[config.mk]
export PLATFORM = sky130hd
export DESIGN_NAME = tone_sequencer
export DESIGN_NICKNAME = d
export VERILOG_FILES = /design/src/rtl/tone_pkg.sv /design/src/rtl/tone_gen.sv /design/src/rtl/tone_sequencer.sv
export SDC_FILE = /design/constraint.sdc
export NUM_CORES = 1
export LEC_CHECK = 0
export CORE_ASPECT_RATIO = 1.1
export CORE_MARGIN = 3
export CORE_UTILIZATION = 30
export CTS_CLUSTER_DIAMETER = 150
export DETAILED_ROUTE_END_ITERATION = 16
export PLACE_DENSITY = 0.53
export SLEW_MARGIN = 20
export SYNTH_ARGS = -nofsm -noshare
export SYNTH_HDL_FRONTEND = slang
export SYNTH_SLANG_ARGS = --single-unit
[constraint.sdc]
create_clock -name clk -period 5.5 [get_ports clk]
set_clock_uncertainty 0.1 [all_clocks]
set_input_delay 0.825 -clock clk [delete_from_list [all_inputs] [get_ports clk]]
set_output_delay 0.825 -clock clk [all_outputs]
set_load 0.02 [all_outputs]
[src/rtl/tone_pkg.sv]
// Shared note codes, note frequencies and the tone half-period helper
// used by the tone sequencer and its tone generator.
package tone_pkg;

    typedef enum logic {
        IDLE = 1'b0,
        PLAY = 1'b1
    } state_e;

    typedef enum logic [3:0] {
        REST = 4'd0,
        DO   = 4'd1,
        RE   = 4'd2,
        MI   = 4'd3,
        FA   = 4'd4,
        SOL  = 4'd5,
        LA   = 4'd6,
        SI   = 4'd7,
        DO2  = 4'd8
    } note_e;

    localparam int unsigned F_DO  = 262;
    localparam int unsigned F_RE  = 294;
    localparam int unsigned F_MI  = 330;
    localparam int unsigned F_FA  = 349;
    localparam int unsigned F_SOL = 392;
    localparam int unsigned F_LA  = 440;
    localparam int unsigned F_SI  = 494;
    localparam int unsigned F_DO2 = 523;

    // Clocks per half period of a note; 0 marks a rest, real notes never go below 1.
    function automatic int unsigned half_period(input logic [3:0] code, input int unsigned clk_hz);
        int unsigned f;
        int unsigned h;
        case (code)
            DO:      f = F_DO;
            RE:      f = F_RE;
            MI:      f = F_MI;
            FA:      f = F_FA;
            SOL:     f = F_SOL;
            LA:      f = F_LA;
            SI:      f = F_SI;
            DO2:     f = F_DO2;
            default: f = 0;
        endcase
        if (f == 0) begin
            return 0;
        end
        h = clk_hz / (2 * f);
        return (h == 0) ? 1 : h;
    endfunction

endpackage

[src/rtl/tone_gen.sv]
// Shared square-wave divider: restarts at phase 0 on every load and
// toggles sq every `half` enabled cycles.
module tone_gen #(
    parameter int unsigned HALF_W = 8
) (
    input  logic              clk,
    input  logic              rst,
    input  logic              load,
    input  logic [HALF_W-1:0] half,
    input  logic              en,
    output logic              sq
);

    logic [HALF_W-1:0] half_q, half_d;
    logic [HALF_W-1:0] cnt_q, cnt_d;
    logic              sq_q, sq_d;

    always_comb begin
        half_d = half_q;
        cnt_d  = cnt_q;
        sq_d   = sq_q;
        if (load) begin
            half_d = half;
            sq_d   = 1'b0;
            cnt_d  = (half == '0) ? '0 : half - 1'b1;
        end else if (en) begin
            if (cnt_q == '0) begin
                sq_d  = ~sq_q;
                cnt_d = (half_q == '0) ? '0 : half_q - 1'b1;
            end else begin
                cnt_d = cnt_q - 1'b1;
            end
        end
    end

    always_ff @(posedge clk) begin
        if (rst) begin
            half_q <= '0;
            cnt_q  <= '0;
            sq_q   <= 1'b0;
        end else begin
            half_q <= half_d;
            cnt_q  <= cnt_d;
            sq_q   <= sq_d;
        end
    end

    assign sq = sq_q;

endmodule

[src/rtl/tone_sequencer.sv]
// Song player: steps through a loadable note RAM at a fixed tempo and
// drives one speaker bit from a single shared tone divider.
module tone_sequencer
    import tone_pkg::*;
#(
    parameter int unsigned CLK_HZ      = 25000000,
    parameter int unsigned BEAT_CYCLES = 10000000,
    parameter int unsigned SONG_LEN    = 48,
    parameter int unsigned ADDR_W      = 6,
    parameter int unsigned NOTE_W      = 4
) (
    input  logic              clk,
    input  logic              rst,
    input  logic              start,
    input  logic              stop,
    input  logic              loop,
    input  logic              wr_en,
    input  logic [ADDR_W-1:0] wr_addr,
    input  logic [NOTE_W-1:0] wr_data,
    output logic              speaker,
    output logic              busy,
    output logic              done,
    output logic [ADDR_W-1:0] step
);

    localparam int unsigned BEAT_W   = (BEAT_CYCLES > 1) ? $clog2(BEAT_CYCLES) : 1;
    localparam int unsigned HALF_MAX = half_period(DO, CLK_HZ);
    localparam int unsigned HALF_W   = $clog2(HALF_MAX + 1);
    localparam int unsigned N_CODES  = 2 ** NOTE_W;

    state_e              state_q, state_d;
    logic [ADDR_W-1:0]   step_q, step_d;
    logic [BEAT_W-1:0]   beat_q, beat_d;
    logic [NOTE_W-1:0]   cur_note_q, cur_note_d;
    logic                done_q, done_d;
    logic                load;
    logic [ADDR_W-1:0]   load_addr;
    logic [NOTE_W-1:0]   rd_note;
    logic                is_note;
    logic                sq;

    logic [NOTE_W-1:0]   mem [2**ADDR_W];
    logic [HALF_W-1:0]   half_lut [N_CODES];

    // Half periods are elaboration-time constants; codes above DO2 fold to rest.
    for (genvar g = 0; g < N_CODES; g++) begin : g_half_lut
        assign half_lut[g] = HALF_W'(half_period((g <= 8) ? 4'(g) : 4'(REST), CLK_HZ));
    end

    always_ff @(posedge clk) begin
        if (wr_en && ({1'b0, wr_addr} < (ADDR_W + 1)'(SONG_LEN))) begin
            mem[wr_addr] <= wr_data;
        end
    end

    // Combinational read ahead of the write port gives read-before-write on collisions.
    assign rd_note    = mem[load_addr];
    assign cur_note_d = load ? rd_note : cur_note_q;

    always_comb begin
        state_d   = state_q;
        step_d    = step_q;
        beat_d    = beat_q;
        done_d    = 1'b0;
        load      = 1'b0;
        load_addr = '0;
        case (state_q)
            IDLE: begin
                step_d = '0;
                if (start && !stop) begin
                    state_d = PLAY;
                    beat_d  = '0;
                    load    = 1'b1;
                end
            end
            PLAY: begin
                if (stop) begin
                    state_d = IDLE;
                    step_d  = '0;
                    beat_d  = '0;
                end else if (start) begin
                    step_d = '0;
                    beat_d = '0;
                    load   = 1'b1;
                end else if (beat_q == BEAT_W'(BEAT_CYCLES - 1)) begin
                    beat_d = '0;
                    if (step_q < ADDR_W'(SONG_LEN - 1)) begin
                        step_d    = step_q + 1'b1;
                        load      = 1'b1;
                        load_addr = step_q + 1'b1;
                    end else if (loop) begin
                        step_d = '0;
                        load   = 1'b1;
                    end else begin
                        state_d = IDLE;
                        step_d  = '0;
                        done_d  = 1'b1;
                    end
                end else begin
                    beat_d = beat_q + 1'b1;
                end
            end
            default: state_d = IDLE;
        endcase
    end

    always_ff @(posedge clk) begin
        if (rst) begin
            state_q    <= IDLE;
            step_q     <= '0;
            beat_q     <= '0;
            cur_note_q <= NOTE_W'(REST);
            done_q     <= 1'b0;
        end else begin
            state_q    <= state_d;
            step_q     <= step_d;
            beat_q     <= beat_d;
            cur_note_q <= cur_note_d;
            done_q     <= done_d;
        end
    end

    assign is_note = (half_lut[cur_note_q] != '0);

    tone_gen #(
        .HALF_W (HALF_W)
    ) u_tone_gen (
        .clk  (clk),
        .rst  (rst),
        .load (load),
        .half (half_lut[rd_note]),
        .en   ((state_q == PLAY) && is_note),
        .sq   (sq)
    );

    assign busy    = (state_q == PLAY);
    assign speaker = sq && busy && is_note;
    assign done    = done_q;
    assign step    = step_q;

endmodule

==> results of run 1 <==
## flip-flops by register name, indices dropped and copies added, names as in the netlist
register / count
u_tone_gen.half_q: 14
step: 6
beat_q: 24
cur_note_q: 4
done: 1
u_tone_gen.sq: 1
mem: 230
busy: 1
u_tone_gen.cnt_q: 16
## repair_timing
action                                  in CTS  in global routing
buffers inserted                             0                  1
gates resized for setup                      0                  4
endpoints found under the setup margin       0                 18
## cells by family after synthesis
logic type	share of synthesized area [%]
compound gates	15.43
xor+xnor	3.081
fa+ha+maj	1.467
buf+inv	3.150
flops	56.88
mux	1.872
other cells	0.02586
simple gates	18.09
## cells in the mapped netlist, drive strengths merged (22+ instances only)
cell,instances,area (sq um)
xor2,25,219.0
xnor2,26,227.7
edfxtp,230,6907
buf,32,178.9
a21oi,77,392.9
a31oi,22,150.1
nor3,52,265.3
o21ai,69,364.1
clkbuf,49,183.9
inv,25,93.84
o221ai,25,219.0
nand2,125,471.7
a211oi,25,240.2
nand3,41,210.2
dfxtp,67,1341
nor2,169,644.4
## final cells by class
class / count / area [sq um] / area share (%)
multi-input combinational: 977 / 5978 / 33.72
sequential: 297 / 8248 / 46.52
clock buffer: 43 / 967.2 / 5.455
timing repair buffer: 169 / 1391 / 7.848
inverter: 25 / 93.84 / 0.5293
clock inverter: 21 / 254.0 / 1.433
tap: 637 / 797.0 / 4.495
## power breakdown
group	total (uW)	switching, uW	internal, uW
Clock	2440	983	1460
Sequential	2500	31.6	2470
Combinational	331	213	118
Total	5270	1230	4040
## tightest hold or removal path, delay by kind of cell, from the launching register on
family | cells | cell delay (ns)
simple gates | 1 | 0.06
compound gates | 1 | 0.05
flops | 1 | 0.33
## per-stage QoR
stage	instances	utilization [%]	instance area, sq um
after floorplan	1380	-	14640
after global placement	2104	34.89	16480
after detailed placement	2104	34.89	16480
after CTS	2168	37.47	17710
after global routing	2169	37.52	17730
final	2169	37.52	17730
## layer usage
layer | global-route usage [%] | up-vias
met5 | 0 | -
met2 | 30.17 | 404
met3 | 3.876 | 83
li1 | - | 5347
met4 | 6.370 | 0
met1 | 25.21 | 5774
## placed cells by master (no fill, tap or decap), drive strengths merged, types with 26 or more instances in the layout
cell type / instances
clkbuf: 43
edfxtp: 230
inv: 26
buf: 150
nand2: 125
conb: 38
dfxtp: 67
nor3: 52
nand3: 41
xnor2: 26
a21oi: 77
o21ai: 69
nor2: 169
## worst max path at each step
stage                      startpoint  cells after the start                          endpoint
2_1_floorplan    step[1]$_SDFFE_PP0P_                     22  u_tone_gen.cnt_q[8]$_SDFFE_PP0P_
3_3_place_gp                     stop                     19  u_tone_gen.cnt_q[9]$_SDFFE_PP0P_
3_5_place_dp                     stop                     19  u_tone_gen.cnt_q[9]$_SDFFE_PP0P_
4_1_cts        beat_q[7]$_SDFFE_PP0P_                     18  u_tone_gen.cnt_q[1]$_SDFFE_PP0P_
5_1_grt          step[1]$_SDFFE_PP0P_                     19  u_tone_gen.cnt_q[2]$_SDFFE_PP0P_
6_report                         stop                     19  u_tone_gen.cnt_q[9]$_SDFFE_PP0P_
==> impl_metrics.tcl, run 1 <==
set metrics [dict create \
    first_pass_iters 5 \
    synth.distinct_cells 94 \
    crit_family "compound AO/OA/AOI/OAI gates" \
    reg2reg_to "u_tone_gen.cnt_q[9]$_SDFFE_PP0P_" \
    placementRows 83 \
    diodes 0 \
    grt_pass1_vias 11500 \
    drtAntennaViolNets 0 \
    startpoint_type "input port" \
    synthCells 1343 \
    critical_path_class "input port to register" \
    synth_area_sq_mm 0.01450 \
    cts-htree-levels 2 \
    die_h_um 236.6 \
    reg2reg_from "step[1]$_SDFFE_PP0P_" \
    power.leakage_uw 0.006069 \
    clock_path_buffers 3 \
    grt_start_max_net_pins 65 \
    pin_count 25 \
    synth-async-reset-ratio_pct 0 \
    setup_ws_ns 0.4185 \
    rsz0062_at_grt "no" \
    yosysWarnings 0 \
    cts-buffers-inserted 35 \
    drive_gt1_share_pct 17.69 \
    n_fill_cell 4659 \
    root_buffer "clkbuf_16" \
    grt_pass1_wl_um 72990 \
    status "complete, no violations" \
    ir_drop_mv 0.1803 \
    cp_common_cell "buf_4" \
    drc_errors 0 \
    hold_buffers 0 \
    ys.flop_type "edfxtp_1" \
    hold_depth 2 \
    pre_cts_ws_ns -0.2578 \
    finalWirelength_um 48560 \
    die_area_sq_mm 0.05101 \
    slowest_stage "clkdlybuf4s50_1" \
    dr_wl_met2_um 22790 \
    clock_latency_ns 0.58 \
    nets 1538 \
    worst_pin_slew_ns 1.125 \
    drt_first_iter_violations 1354 \
    power-per-cell-area_mw_per_mm2 297.2 \
    path_cells "clkdlybuf4s50_1, buf_4, or3b_1, nor2_2, nor2_1, a2111oi_1, o211ai_1, a32oi_1, and3_1, buf_4, ha_1, nand2_1, nor3_1, a32oi_2, a31oi_2, a41oi_4, buf_4, a22oi_1, nor3_1" \
    end_kind "register" \
    wire_per_inst_um 22.39 \
    avgSynthCellArea_sq_um 10.80 \
    p_total_uw 5269 \
    yosysSeqAreaShare_pct 56.88 \
    start_util_pct 30.69 \
    cap_viol_max_count 0 \
    overflow 0 \
    top_layer_used "met4" \
    setup_viol 0 \
    worst-path-buf-inv 4 \
    cts.sinks 297 \
    r2r_cells 20 \
    critPathArrivalTime_ns 5.38 \
    wl_met3_um 3131 \
    drv_slew 0 \
    whs_ns 0.3880 \
    period_share_pct 92.39 \
    portBuffers 24 \
    hold_start "u_tone_gen.half_q[5]$_SDFFE_PP0P_" \
    dp_hpwl_um 34720 \
    fmax_ghz 0.1968 \
    slew_headroom_pct 24.98 \
    synth-edff-count 230 \
    ys_ff_latch 297 \
    critPathRequiredTime_ns 5.80 \
    hold_path.class "register to register" \
    grt.total_usage_pct 18.75 \
    fin_setup_tns_ns 0 \
    via_per_inst 5.352 \
    r2r_slack_ns 0.43 \
    cts_tree "built" \
    area_growth_pct 22.27 \
    m1WireLength_um 21250 \
    path_max_fanout 6 \
    antenna_found_initial 0 \
    slowest_delay_ns 0.50 \
    place.gp.congestion 0.9627 \
    worstHoldEndpoint "u_tone_gen.half_q[5]$_SDFFE_PP0P_" \
    hold_violations 0 \
    design.core.area_sq_mm 0.04725 \
    fp.dieW_um 215.6 \
    clkTransAtPathRegs_ns 0.06 \
    vias 11610 \
    fin_crit_ns 5.082 \
]
Note: power is estimated with default switching activity, not from simulation.
==> inputs of run 2 (changes only) <==
Settings changed: CAP_MARGIN set to 20.
==> results of run 2 <==
The final DEF is identical to that of run 1; final timing and power are the same.
==> inputs of run 3 (changes only) <==
Settings changed: CORE_ASPECT_RATIO 1.1 to 1.5, CORE_MARGIN 3 to 2.
==> run 3 against run 2 <==
- via count up 0.61%
- utilization fell by 0.081 points
- non-clock buffer count grew 62
- final cell count grew 0.60%
- critical path type unchanged
- global-route usage up 1.7 points
- design area grew 0.73%
- setup slack worse by 0.055 ns
- highest routed layer unchanged
- clock-buffer cell count down 9
- power down 9.2%
- sequential share of layout area decreased by 0.34 points
==> impl_metrics.tcl, run 3 (synthesized netlist as in run 1, its figures left out) <==
set metrics [dict create \
    cts-htree-levels 1 \
    worst_pin_slew_ns 1.101 \
    fmax_ghz 0.1947 \
    diodes 0 \
    pre_cts_ws_ns -0.3428 \
    portBuffers 24 \
    n_fill_cell 4715 \
    status "complete, no violations" \
    setup_ws_ns 0.3630 \
    cts_tree "built" \
    rsz0062_at_grt "no" \
    cts.sinks 297 \
    critical_path_class "input port to register" \
    drive_gt1_share_pct 19.85 \
    fin_setup_tns_ns 0 \
    layout_commonest_cell "edfxtp_1" \
    finalWirelength_um 51260 \
    slowest_stage "or3b_1" \
    whs_ns 0.3931 \
    path_max_fanout 8 \
    final_cell_mix "edfxtp_1, buf_4, nor2_1, nand2_1, a21oi_1" \
    overflow 0 \
    fin_crit_ns 5.137 \
    drc_errors 0 \
    clock_path_buffers 3 \
    drt_first_iter_violations 885 \
    grt_pass1_vias 11960 \
    nets 1593 \
    antenna_found_initial 0 \
    hold_violations 0 \
    critPathArrivalTime_ns 5.53 \
    r2r_slack_ns 0.39 \
    period_share_pct 93.40 \
    top_regs "mem x230, beat_q x24, u_tone_gen.cnt_q x16" \
    slew_headroom_pct 26.59 \
    grt_pass1_wl_um 76540 \
    wire_per_inst_um 23.49 \
    largest_reg_flops 230 \
    drtAntennaViolNets 0 \
    clock_latency_ns 0.57 \
    end_kind "register" \
    top_register "mem" \
    p_total_uw 4782 \
    dp_hpwl_um 38460 \
    die_area_sq_mm 0.05014 \
    setup_viol 0 \
    power.leakage_uw 0.006225 \
    grt_start_max_net_pins 65 \
    hold_buffers 0 \
    drv_slew 0 \
    cap_viol_max_count 0 \
    hold_path.class "register to register" \
    via_per_inst 5.352 \
    start_util_pct 30.40 \
    vias 11680 \
    grt.total_usage_pct 20.47 \
    utilization_pct 37.44 \
    power-per-cell-area_mw_per_mm2 267.8 \
    fp.dieW_um 183.5 \
    area_growth_pct 23.16 \
    first_pass_iters 5 \
    root_buffer "clkbuf_16" \
    cts-buffers-inserted 28 \
    placementRows 98 \
    pin_count 25 \
    place.gp.congestion 0.9655 \
    startpoint_type "input port" \
    slowest_delay_ns 0.64 \
    design.core.area_sq_mm 0.04770 \
    die_h_um 273.3 \
    ir_drop_mv 0.2401 \
    critPathRequiredTime_ns 5.89 \
    clkTransAtPathRegs_ns 0.07 \
    path_cells "clkdlybuf4s50_1, or3b_1, nor2_2, nor2_1, a2111oi_0, o211ai_1, a32oi_1, and3_1, buf_12, ha_1, inv_1, buf_4, mux2i_1, nand2_1, ha_1, nor3b_1, buf_4, xnor2_1, a22oi_2, nor3_1" \
]
==> run 3: cell types whose count changed in the layout (fill, tap and decap cells not counted), moves of 4 or more <==
cell / delta
clkbuf_8: -4
buf_12: +4
buf_4: +60
clkbuf_16: -7
clkinv_2: -4
==> run 3: final timing paths <==
check / from / cells past startpoint / to
worst max-delay path: start / 20 / u_tone_gen.cnt_q[8]$_SDFFE_PP0P_
worst min-delay path: u_tone_gen.half_q[7]$_SDFFE_PP0P_ / 2 / u_tone_gen.half_q[7]$_SDFFE_PP0P_
worst max register to register: step[1]$_SDFFE_PP0P_ / 22 / u_tone_gen.cnt_q[8]$_SDFFE_PP0P_
worst min register to register: u_tone_gen.half_q[7]$_SDFFE_PP0P_ / 2 / u_tone_gen.half_q[7]$_SDFFE_PP0P_
==> run 3: routing by layer <==
layer	wire (um)	global-route usage, %
met1	19010	22.39
met2	26740	37.76
met3	2260	2.368
met4	3252	12.08
met5	0	0
==> run 3: cell type report <==
cell class	instances	area [sq um]	share of cell area, %
timing repair buffer	231	1912	10.71
multi-input combinational	977	5964	33.40
tap	600	750.7	4.204
sequential	297	8248	46.19
inverter	25	93.84	0.5255
clock inverter	18	145.1	0.8127
clock buffer	34	744.5	4.169
==> run 3: worst max-delay path: cells and delay by family <==
family,cells,cell delay [ns]
AOI/OAI and AO/OA,4,1.08
xor gates and xnor gates,1,0.13
adders and majority gates,2,0.48
buffers and inverters,5,1.05
muxes,1,0.06
and+or+nand+nor,7,1.89
==> run 3: power breakdown <==
part           leakage, uW  internal [uW]  total, uW  switching [uW]
logic              0.00317            126        356             230
clock network     0.000414           1060       1930             875
registers          0.00264           2470       2500            30.0
==> run 3: metrics by stage <==
stage / cell area, sq um / std cells
2_1_floorplan: 14640 / 1380
6_report: 17860 / 2182
5_1_grt: 17860 / 2182
3_3_place_gp: 16960 / 2130
3_5_place_dp: 16960 / 2130
4_1_cts: 17850 / 2182
==> run 3: repair_timing <==
item                       CTS  global route
gates resized for setup      0             1
buffers inserted             0             0
setup endpoints to repair    0             1
